## config.mk

```make
export PLATFORM = sky130hd
export DESIGN_NAME = vga_timing_gen
export DESIGN_NICKNAME = d
export VERILOG_FILES = /design/src/rtl/vga_timing_gen.sv
export SDC_FILE = /design/constraint.sdc
export NUM_CORES = 1
export LEC_CHECK = 0
export BUFFER_PORTS_ARGS = -buffer_cell sky130_fd_sc_hd__buf_4
export CORE_ASPECT_RATIO = 0.75
export CORE_UTILIZATION = 55
export CTS_BUF_LIST = sky130_fd_sc_hd__clkbuf_4 sky130_fd_sc_hd__clkbuf_8 sky130_fd_sc_hd__clkbuf_16
export DETAILED_ROUTE_END_ITERATION = 8
export GPL_ROUTABILITY_DRIVEN = 0
export PLACE_DENSITY = 0.88
export SLEW_MARGIN = 10
export SYNTH_ARGS = -nofsm -noshare
export SYNTH_HDL_FRONTEND = slang
export SYNTH_SLANG_ARGS = --single-unit
```

## constraint.sdc

```tcl
create_clock -name i_clk -period 5.6 [get_ports i_clk]
set_clock_uncertainty 0.2 [all_clocks]
set_input_delay 0.28 -clock i_clk [delete_from_list [all_inputs] [get_ports i_clk]]
set_output_delay 0.28 -clock i_clk [all_outputs]
set_load 0.005 [all_outputs]
```

## src/rtl/vga_timing_gen.sv

```systemverilog
// vga_timing_gen: parametrised raster timing generator.
// A programmable divider turns the system clock into a pixel tick, the
// h/v counters advance on each tick, and a registered output stage turns
// the counter state into mutually aligned sync, data-enable, coordinates
// and line/frame markers.
// Optional feature macro: VGA_TIMING_FRAME_CNT_EN adds a 16-bit frame
// counter output (o_frame_cnt).
module vga_timing_gen #(
  parameter int H_VISIBLE = 640,
  parameter int H_FRONT   = 16,
  parameter int H_SYNC    = 96,
  parameter int H_BACK    = 48,
  parameter int V_VISIBLE = 480,
  parameter int V_FRONT   = 10,
  parameter int V_SYNC    = 2,
  parameter int V_BACK    = 33,
  parameter bit HS_POL    = 1'b0,
  parameter bit VS_POL    = 1'b0,
  parameter int CLK_DIV   = 2,
  parameter int CNT_W     = 10
) (
  input  logic             i_clk,
  input  logic             i_reset_n,
  input  logic             i_run,
  output logic             o_pix_stb,
  output logic             o_hsync,
  output logic             o_vsync,
  output logic             o_de,
  output logic [CNT_W-1:0] o_x,
  output logic [CNT_W-1:0] o_y,
  output logic             o_line_start,
  output logic             o_frame_start
`ifdef VGA_TIMING_FRAME_CNT_EN
  ,
  output logic [15:0]      o_frame_cnt
`endif
);

  localparam int H_TOTAL = H_VISIBLE + H_FRONT + H_SYNC + H_BACK;
  localparam int V_TOTAL = V_VISIBLE + V_FRONT + V_SYNC + V_BACK;
  localparam int DIV_W   = (CLK_DIV > 1) ? $clog2(CLK_DIV) : 1;

  localparam logic [DIV_W-1:0] DIV_LAST = DIV_W'(CLK_DIV - 1);
  localparam logic [CNT_W-1:0] H_LAST   = CNT_W'(H_TOTAL - 1);
  localparam logic [CNT_W-1:0] V_LAST   = CNT_W'(V_TOTAL - 1);

  // Region boundaries are one bit wider so a boundary equal to 2^CNT_W
  // (total exactly filling the counter) still compares correctly.
  localparam logic [CNT_W:0] H_VIS_END  = (CNT_W+1)'(H_VISIBLE);
  localparam logic [CNT_W:0] H_SYNC_BEG = (CNT_W+1)'(H_VISIBLE + H_FRONT);
  localparam logic [CNT_W:0] H_SYNC_END = (CNT_W+1)'(H_VISIBLE + H_FRONT + H_SYNC);
  localparam logic [CNT_W:0] V_VIS_END  = (CNT_W+1)'(V_VISIBLE);
  localparam logic [CNT_W:0] V_SYNC_BEG = (CNT_W+1)'(V_VISIBLE + V_FRONT);
  localparam logic [CNT_W:0] V_SYNC_END = (CNT_W+1)'(V_VISIBLE + V_FRONT + V_SYNC);

  // IDLE: raster parked at origin, waiting for the first tick.
  // RUN:  first pixel issued; later ticks advance the counters.
  typedef enum logic {
    ST_IDLE = 1'b0,
    ST_RUN  = 1'b1
  } state_t;

  state_t           r_state;
  state_t           w_state_next;
  logic [DIV_W-1:0] r_div;
  logic [CNT_W-1:0] r_h;
  logic [CNT_W-1:0] r_v;
  logic             r_tick_d;
  logic             r_pix_stb;
  logic             r_hsync;
  logic             r_vsync;
  logic             r_de;
  logic [CNT_W-1:0] r_x;
  logic [CNT_W-1:0] r_y;
  logic             r_line_start;
  logic             r_frame_start;

  logic             w_tick;
  logic             w_active;
  logic             w_h_last;
  logic             w_v_last;
  logic             w_h_zero;
  logic             w_v_zero;
  logic [CNT_W:0]   w_h_ext;
  logic [CNT_W:0]   w_v_ext;
  logic             w_de;
  logic             w_hs_on;
  logic             w_vs_on;

  assign w_tick   = i_run && (r_div == DIV_LAST);
  assign w_active = (r_state == ST_RUN);
  assign w_h_last = (r_h == H_LAST);
  assign w_v_last = (r_v == V_LAST);
  assign w_h_zero = (r_h == '0);
  assign w_v_zero = (r_v == '0);
  assign w_h_ext  = {1'b0, r_h};
  assign w_v_ext  = {1'b0, r_v};
  assign w_de     = (w_h_ext < H_VIS_END) && (w_v_ext < V_VIS_END);
  assign w_hs_on  = (w_h_ext >= H_SYNC_BEG) && (w_h_ext < H_SYNC_END);
  assign w_vs_on  = (w_v_ext >= V_SYNC_BEG) && (w_v_ext < V_SYNC_END);

  // State register for the idle/run controller.
  always_ff @(posedge i_clk or negedge i_reset_n) begin
    if (!i_reset_n) begin
      r_state <= ST_IDLE;
    end else begin
      r_state <= w_state_next;
    end
  end

  // The first tick after start issues pixel (0,0) without advancing;
  // dropping run parks the controller immediately.
  always_comb begin
    w_state_next = r_state;
    if (!i_run) begin
      w_state_next = ST_IDLE;
    end else if ((r_state == ST_IDLE) && w_tick) begin
      w_state_next = ST_RUN;
    end
  end

  // Pixel divider and h/v raster counters; run low clears them at once.
  always_ff @(posedge i_clk or negedge i_reset_n) begin
    if (!i_reset_n) begin
      r_div <= '0;
      r_h   <= '0;
      r_v   <= '0;
    end else if (!i_run) begin
      r_div <= '0;
      r_h   <= '0;
      r_v   <= '0;
    end else begin
      if (w_tick) begin
        r_div <= '0;
      end else begin
        r_div <= r_div + DIV_W'(1);
      end
      if (w_tick && w_active) begin
        if (w_h_last) begin
          r_h <= '0;
          r_v <= w_v_last ? '0 : (r_v + CNT_W'(1));
        end else begin
          r_h <= r_h + CNT_W'(1);
        end
      end
    end
  end

  // Output stage: registers the decoded counter state so every output
  // changes on the same clock, with the strobe delayed to line up.
  always_ff @(posedge i_clk or negedge i_reset_n) begin
    if (!i_reset_n) begin
      r_tick_d      <= 1'b0;
      r_pix_stb     <= 1'b0;
      r_x           <= '0;
      r_y           <= '0;
      r_de          <= 1'b0;
      r_hsync       <= ~HS_POL;
      r_vsync       <= ~VS_POL;
      r_line_start  <= 1'b0;
      r_frame_start <= 1'b0;
    end else begin
      r_tick_d  <= w_tick;
      r_pix_stb <= r_tick_d;
      if (w_active) begin
        r_x           <= r_h;
        r_y           <= r_v;
        r_de          <= w_de;
        r_hsync       <= w_hs_on ? HS_POL : ~HS_POL;
        r_vsync       <= w_vs_on ? VS_POL : ~VS_POL;
        r_line_start  <= r_tick_d && w_h_zero;
        r_frame_start <= r_tick_d && w_h_zero && w_v_zero;
      end else begin
        r_x           <= '0;
        r_y           <= '0;
        r_de          <= 1'b0;
        r_hsync       <= ~HS_POL;
        r_vsync       <= ~VS_POL;
        r_line_start  <= 1'b0;
        r_frame_start <= 1'b0;
      end
    end
  end

  assign o_pix_stb     = r_pix_stb;
  assign o_hsync       = r_hsync;
  assign o_vsync       = r_vsync;
  assign o_de          = r_de;
  assign o_x           = r_x;
  assign o_y           = r_y;
  assign o_line_start  = r_line_start;
  assign o_frame_start = r_frame_start;

`ifdef VGA_TIMING_FRAME_CNT_EN
  logic [15:0] r_frame;
  logic [15:0] r_frame_out;

  // Counts completed frames; bumps on the tick that wraps back to (0,0).
  always_ff @(posedge i_clk or negedge i_reset_n) begin
    if (!i_reset_n) begin
      r_frame <= '0;
    end else if (!i_run) begin
      r_frame <= '0;
    end else if (w_tick && w_active && w_h_last && w_v_last) begin
      r_frame <= r_frame + 16'd1;
    end
  end

  // Frame count is registered alongside the other outputs.
  always_ff @(posedge i_clk or negedge i_reset_n) begin
    if (!i_reset_n) begin
      r_frame_out <= '0;
    end else begin
      r_frame_out <= w_active ? r_frame : 16'd0;
    end
  end

  assign o_frame_cnt = r_frame_out;
`endif

endmodule

```

* After elaboration in Yosys (flattened, before gate mapping)
Index checks and enable logic that the tools add are counted.
Word-level totals: input bits 3, output and inout bits 26, word-level logic and storage cells 59, flip-flop bits (word level) 49
Cells by class: eq/ne operators 5, bitwise gates (word level) 1, reductions and logical operators 11, multiplexer cells 20, $lt $le $gt $ge 6, add/subtract/negate cells 3
Operators with widths (count):
- $mux 10 | 9
- $add 10x1->10 const B | 2
- $eq 10x10->1 const B | 2
- $logic_not 10->1 | 2
- $lt 10x10->1 const B | 2
- $lt 10x9->1 const B | 2
- $mux 1 | 11
- $ge 10x10->1 const B | 1
- $ge 10x9->1 const B | 1
- $logic_and 1x1->1 | 8
- $ne 2x1->1 const B | 3
- $reduce_and 2->1 | 1
- $add 1x1->1 const B | 1
- $not 1->1 | 1

* Depth between registers and ports, before layout
depth in word-level cells 5, depth in mapped cells 6, mapped depth without buffers 6

* Worst setup path after synthesis
OpenSTA, ideal clock, no wires.
path type reg2reg, from register r_h[5], to register r_v[6], library setup time 140 ps, period minus slack after synthesis 2100 ps, stages on the path, launching flop included 6, path slack 3500 ps, path buffers 1, arrival 1760 ps, path through dfrtp_1 or3_4 or3_1 buf_6 o311ai_0 o41ai_1
On the way: longest elaborated chain between the ends 3
Ends and longest elaborated chain:
- from (decl) | RTL line 66 | logic [CNT_W-1:0] r_h;
- from (signal assigned) | RTL line 143 | r_h <= r_h + CNT_W'(1);
- $eq 10x10->1 | RTL line 92 | assign w_h_last = (r_h == H_LAST);
- $ne 2x1->1 (no source line)
- $reduce_and 2->1 (no source line)
- to (signal assigned) | RTL line 141 | r_v <= w_v_last ? '0 : (r_v + CNT_W'(1));
- to (decl) | RTL line 67 | logic [CNT_W-1:0] r_v;
No other way between the ends. A chain may end at the register's enable or synchronous reset.

* Worst setup path in the final report
from register r_state, to register r_v[2]
On the way: longest elaborated chain between the ends 3
Ends and longest elaborated chain:
- from (decl) | RTL line 63 | state_t r_state;
- from (signal assigned) | RTL line 107 | r_state <= w_state_next;
- $logic_and 1x1->1 | RTL line 138 | if (w_tick && w_active) begin
- $ne 2x1->1 (no source line)
- $reduce_and 2->1 (no source line)
No other way between the ends.

==> flow_summary.json <==
{
  "crit_type": "flop to flop",
  "io_pins": 29,
  "cap_violations": 0,
  "arrival_ps": 2460,
  "reg2reg_slack_ps": 3140,
  "synth-simple-area-share_pct": 24.7,
  "reg2reg_from": "r_state",
  "tritoncts.num_buffers": 5,
  "clkPwrFrac_pct": 34.8,
  "rsz0062_at_grt": "false",
  "finalHoldViolCount": 0,
  "peakVddDrop_mv": 0.190,
  "clock_sinks": 49,
  "synth_top_family_by_area": "simple AND/OR/NAND/NOR gates",
  "top_layer_used": "met4",
  "clockBufferDepth": 2,
  "met1_length_mm": 1.85,
  "hold_ws_ps": 86.5,
  "cts-root-buf": "clkbuf_8",
  "tightest_slew_ps": 738,
  "dpl.hpwl_mm": 2.75,
  "reg2reg_to": "r_v[2]",
  "ctsResizeCount": 0,
  "yosysUniqueCellTypes": 40,
  "power_leakage_nw": 1.21,
  "setup_viol": 0,
  "firstDrtPassIters": 4,
  "swShare_pct": 22.6,
  "power_per_cell_area_nw_per_um2": 234,
  "syn_inst": 199,
  "drc": 0,
  "grt_start_max_net_pins": 50,
  "fin_crit_sh_pct": 44.0,
  "final_nets": 234,
  "wl_met3_um": 391,
  "synthArstFlopShare_pct": 100,
  "finalWirelength_mm": 3.99,
  "antenna_found_initial": 0,
  "end_kind": "flop",
  "yosysTopAreaCell": "dfrtp_1",
  "seqPwrFrac_pct": 61.4,
  "startpoint_type": "flop",
  "critPathLaunch": "r_state",
  "drive_gt1_share_pct": 18.9,
  "period_needed_ps": 2460,
  "cp_cell_sequence": "nand2_1, o41ai_4, o31ai_1, a22o_1",
  "synth_compound_area_share_pct": 11.0,
  "vias_per_cell": 5.86,
  "grt_pass1_vias": 1417,
  "ant_nets": 0,
  "synth_edf_count": 0,
  "cts.htree.levels": 2,
  "yosys-top-cells-count": "dfrtp_1 (47), and2_1 (23), nand3_1 (16), nor2_1 (14), nand2_1 (13)",
  "fp.dieH_um": 56.6,
  "synth_top_area_share_pct": 53.8,
  "insertion_delay_ps": 300,
  "drt_iter0_drc": 103,
  "multi_input_area_um2": 892,
  "area_growth_pct": 15.5,
  "p_comb_share_pct": 3.9,
  "nFillCells": 289,
  "routedWlPerCell_um": 14.3,
  "synthMuxAreaShare_pct": 0,
  "min_path_cells": 3,
  "grt_usage_pct": 21.8,
  "relSlewSlack_pct": 50.8,
  "netlist_area_um2": 2180,
  "ys.flop_type": "dfrtp_1",
  "finalWorstSetupSlack_ps": 3140,
  "place_ws_ps": 3170,
  "yosys.area_share.adder_pct": 2.29,
  "regArea_um2": 1230,
  "status": "finished clean",
  "ys_seq_area_share_pct": 56.2,
  "min_from": "i_run",
  "die_x_um": 74.8,
  "internal_power_uw": 457,
  "io_buffers": 28,
  "required_ps": 5590,
  "slowest_delay_ps": 830,
  "wl_met2_mm": 1.68,
  "antenna_cells": 0,
  "synth-seq-cells": 49,
  "synth.area.top_cells": "dfrtp_1 (54%), and2_1 (6.6%), nand3_1 (3.7%)",
  "synth_xor_area_share_pct": 2.81,
  "die-area_um2": 4230,
  "std_cell_rows": 19,
  "tns_ps": 0,
  "overflow": 0,
  "worstHoldPathType": "input port to flop",
  "reg2regPathDepth": 4,
  "synth.most_common_cell": "dfrtp_1",
  "tritoncts": "yes",
  "yosysWarnings": 0,
  "slowest_stage": "dfrtp_1",
  "maxSlewViolCount": 0,
  "clock.fmax_ghz": 0.406,
  "synth.avg_cell_area_um2": 11.0,
  "grt_pass1_wl_mm": 6.77,
  "initial_core_util_pct": 58.5,
  "core_um2": 3730,
  "hold_path_end": "r_v[6]",
  "switchingPower_uw": 134,
  "critPathMaxFanout": 29,
  "vias": 1642,
  "cts.reportedPaths.clkPinSlew_ps": 90,
  "synth_nets": 206
}
==> critical path: cells and delay by family (launching register included) <==
family / cells / cell delay [ps]
AO/OA/AOI/OAI: 3 / 1000
AND/OR/NAND/NOR: 1 / 330
flip-flops: 1 / 830
==> timing repair <==
action / CTS / global route
hold buffers: 1 / 0
endpoints found under the hold margin: 47 / 0
setup buffers: 0 / 0
==> worst max-delay path by stage <==
stage | end
after floorplan | r_v[6]
after global placement | r_v[3]
after detailed placement | r_v[3]
after CTS | r_v[3]
after global routing | r_v[9]
final | r_v[2]
==> routing by layer <==
layer  up-vias  track usage (%)
met5         -                0
met4         0             8.89
met3         7             6.64
met2        88             28.7
met1       783             33.1
li1        764                -
==> kinds of logic after synthesis <==
| group | count (synthesis) |
|---|---|
| DFF | 49 |
| adders and majority gates | 4 |
| AOI/OAI and AO/OA | 27 |
| xor gates and xnor gates | 7 |
| buffers and inverters | 15 |
| and+or+nand+nor | 97 |
==> registers in the layout, summed over array words and instances, names as in the netlist <==
register and cells:
r_div 1, o_frame_start 1, r_h 10, r_tick_d 1
o_line_start 1, o_de 1, r_state 1, o_hsync 1
o_pix_stb 1, o_y 10, o_vsync 1, r_v 10
o_x 10
==> power groups by stage <==
stage	sequential, mW	clock [mW]	combinational [mW]
2_1_floorplan	0.365	0	0.0140
3_3_place_gp	0.370	0	0.0219
3_5_place_dp	0.369	0	0.0224
4_1_cts	0.363	0.210	0.0231
5_1_grt	0.364	0.222	0.0256
6_report	0.363	0.205	0.0228
==> cell usage in the layout, fill, tap and decap left out, types with 2 or more instances in the layout <==
master	netlist	layout
clkbuf_8	0	5
o311ai_0	2	2
inv_1	7	7
and2_1	23	23
nor2_1	14	14
o21ai_0	3	3
and3_1	4	4
a22o_1	4	4
nor2b_1	3	3
nand4_1	8	8
dfstp_2	2	2
ha_1	4	4
nand2_1	13	13
or3_1	2	2
dfrtp_1	47	47
nor3_1	4	4
nand3_1	16	16
buf_4	0	28
o31ai_1	3	3
and4_1	4	4
clkinvlp_4	0	2
a41oi_1	2	2
xor2_1	6	6
a31oi_1	3	3
==> through the flow <==
| step | cells | util (%) | cell area [µm²] | power (mW) |
|---|---|---|---|---|
| floorplan | 199 | - | 2180 | 0.379 |
| global placement | 271 | 64.9 | 2420 | 0.391 |
| detailed placement | 271 | 64.9 | 2420 | 0.392 |
| CTS | 280 | 67.6 | 2520 | 0.595 |
| global route | 280 | 67.6 | 2520 | 0.611 |
| finish | 280 | 67.6 | 2520 | 0.591 |
==> layout make-up <==
type | instances | area share (%)
Timing Repair Buffer | 29 | 8.73
Sequential cell | 49 | 48.7
Tap cell | 52 | 2.58
Multi-Input combinational cell | 135 | 35.3
Inverter | 7 | 1.04
Clock inverter | 2 | 0.595
Clock buffer | 6 | 3.02
(Power assumes the default switching activity.)
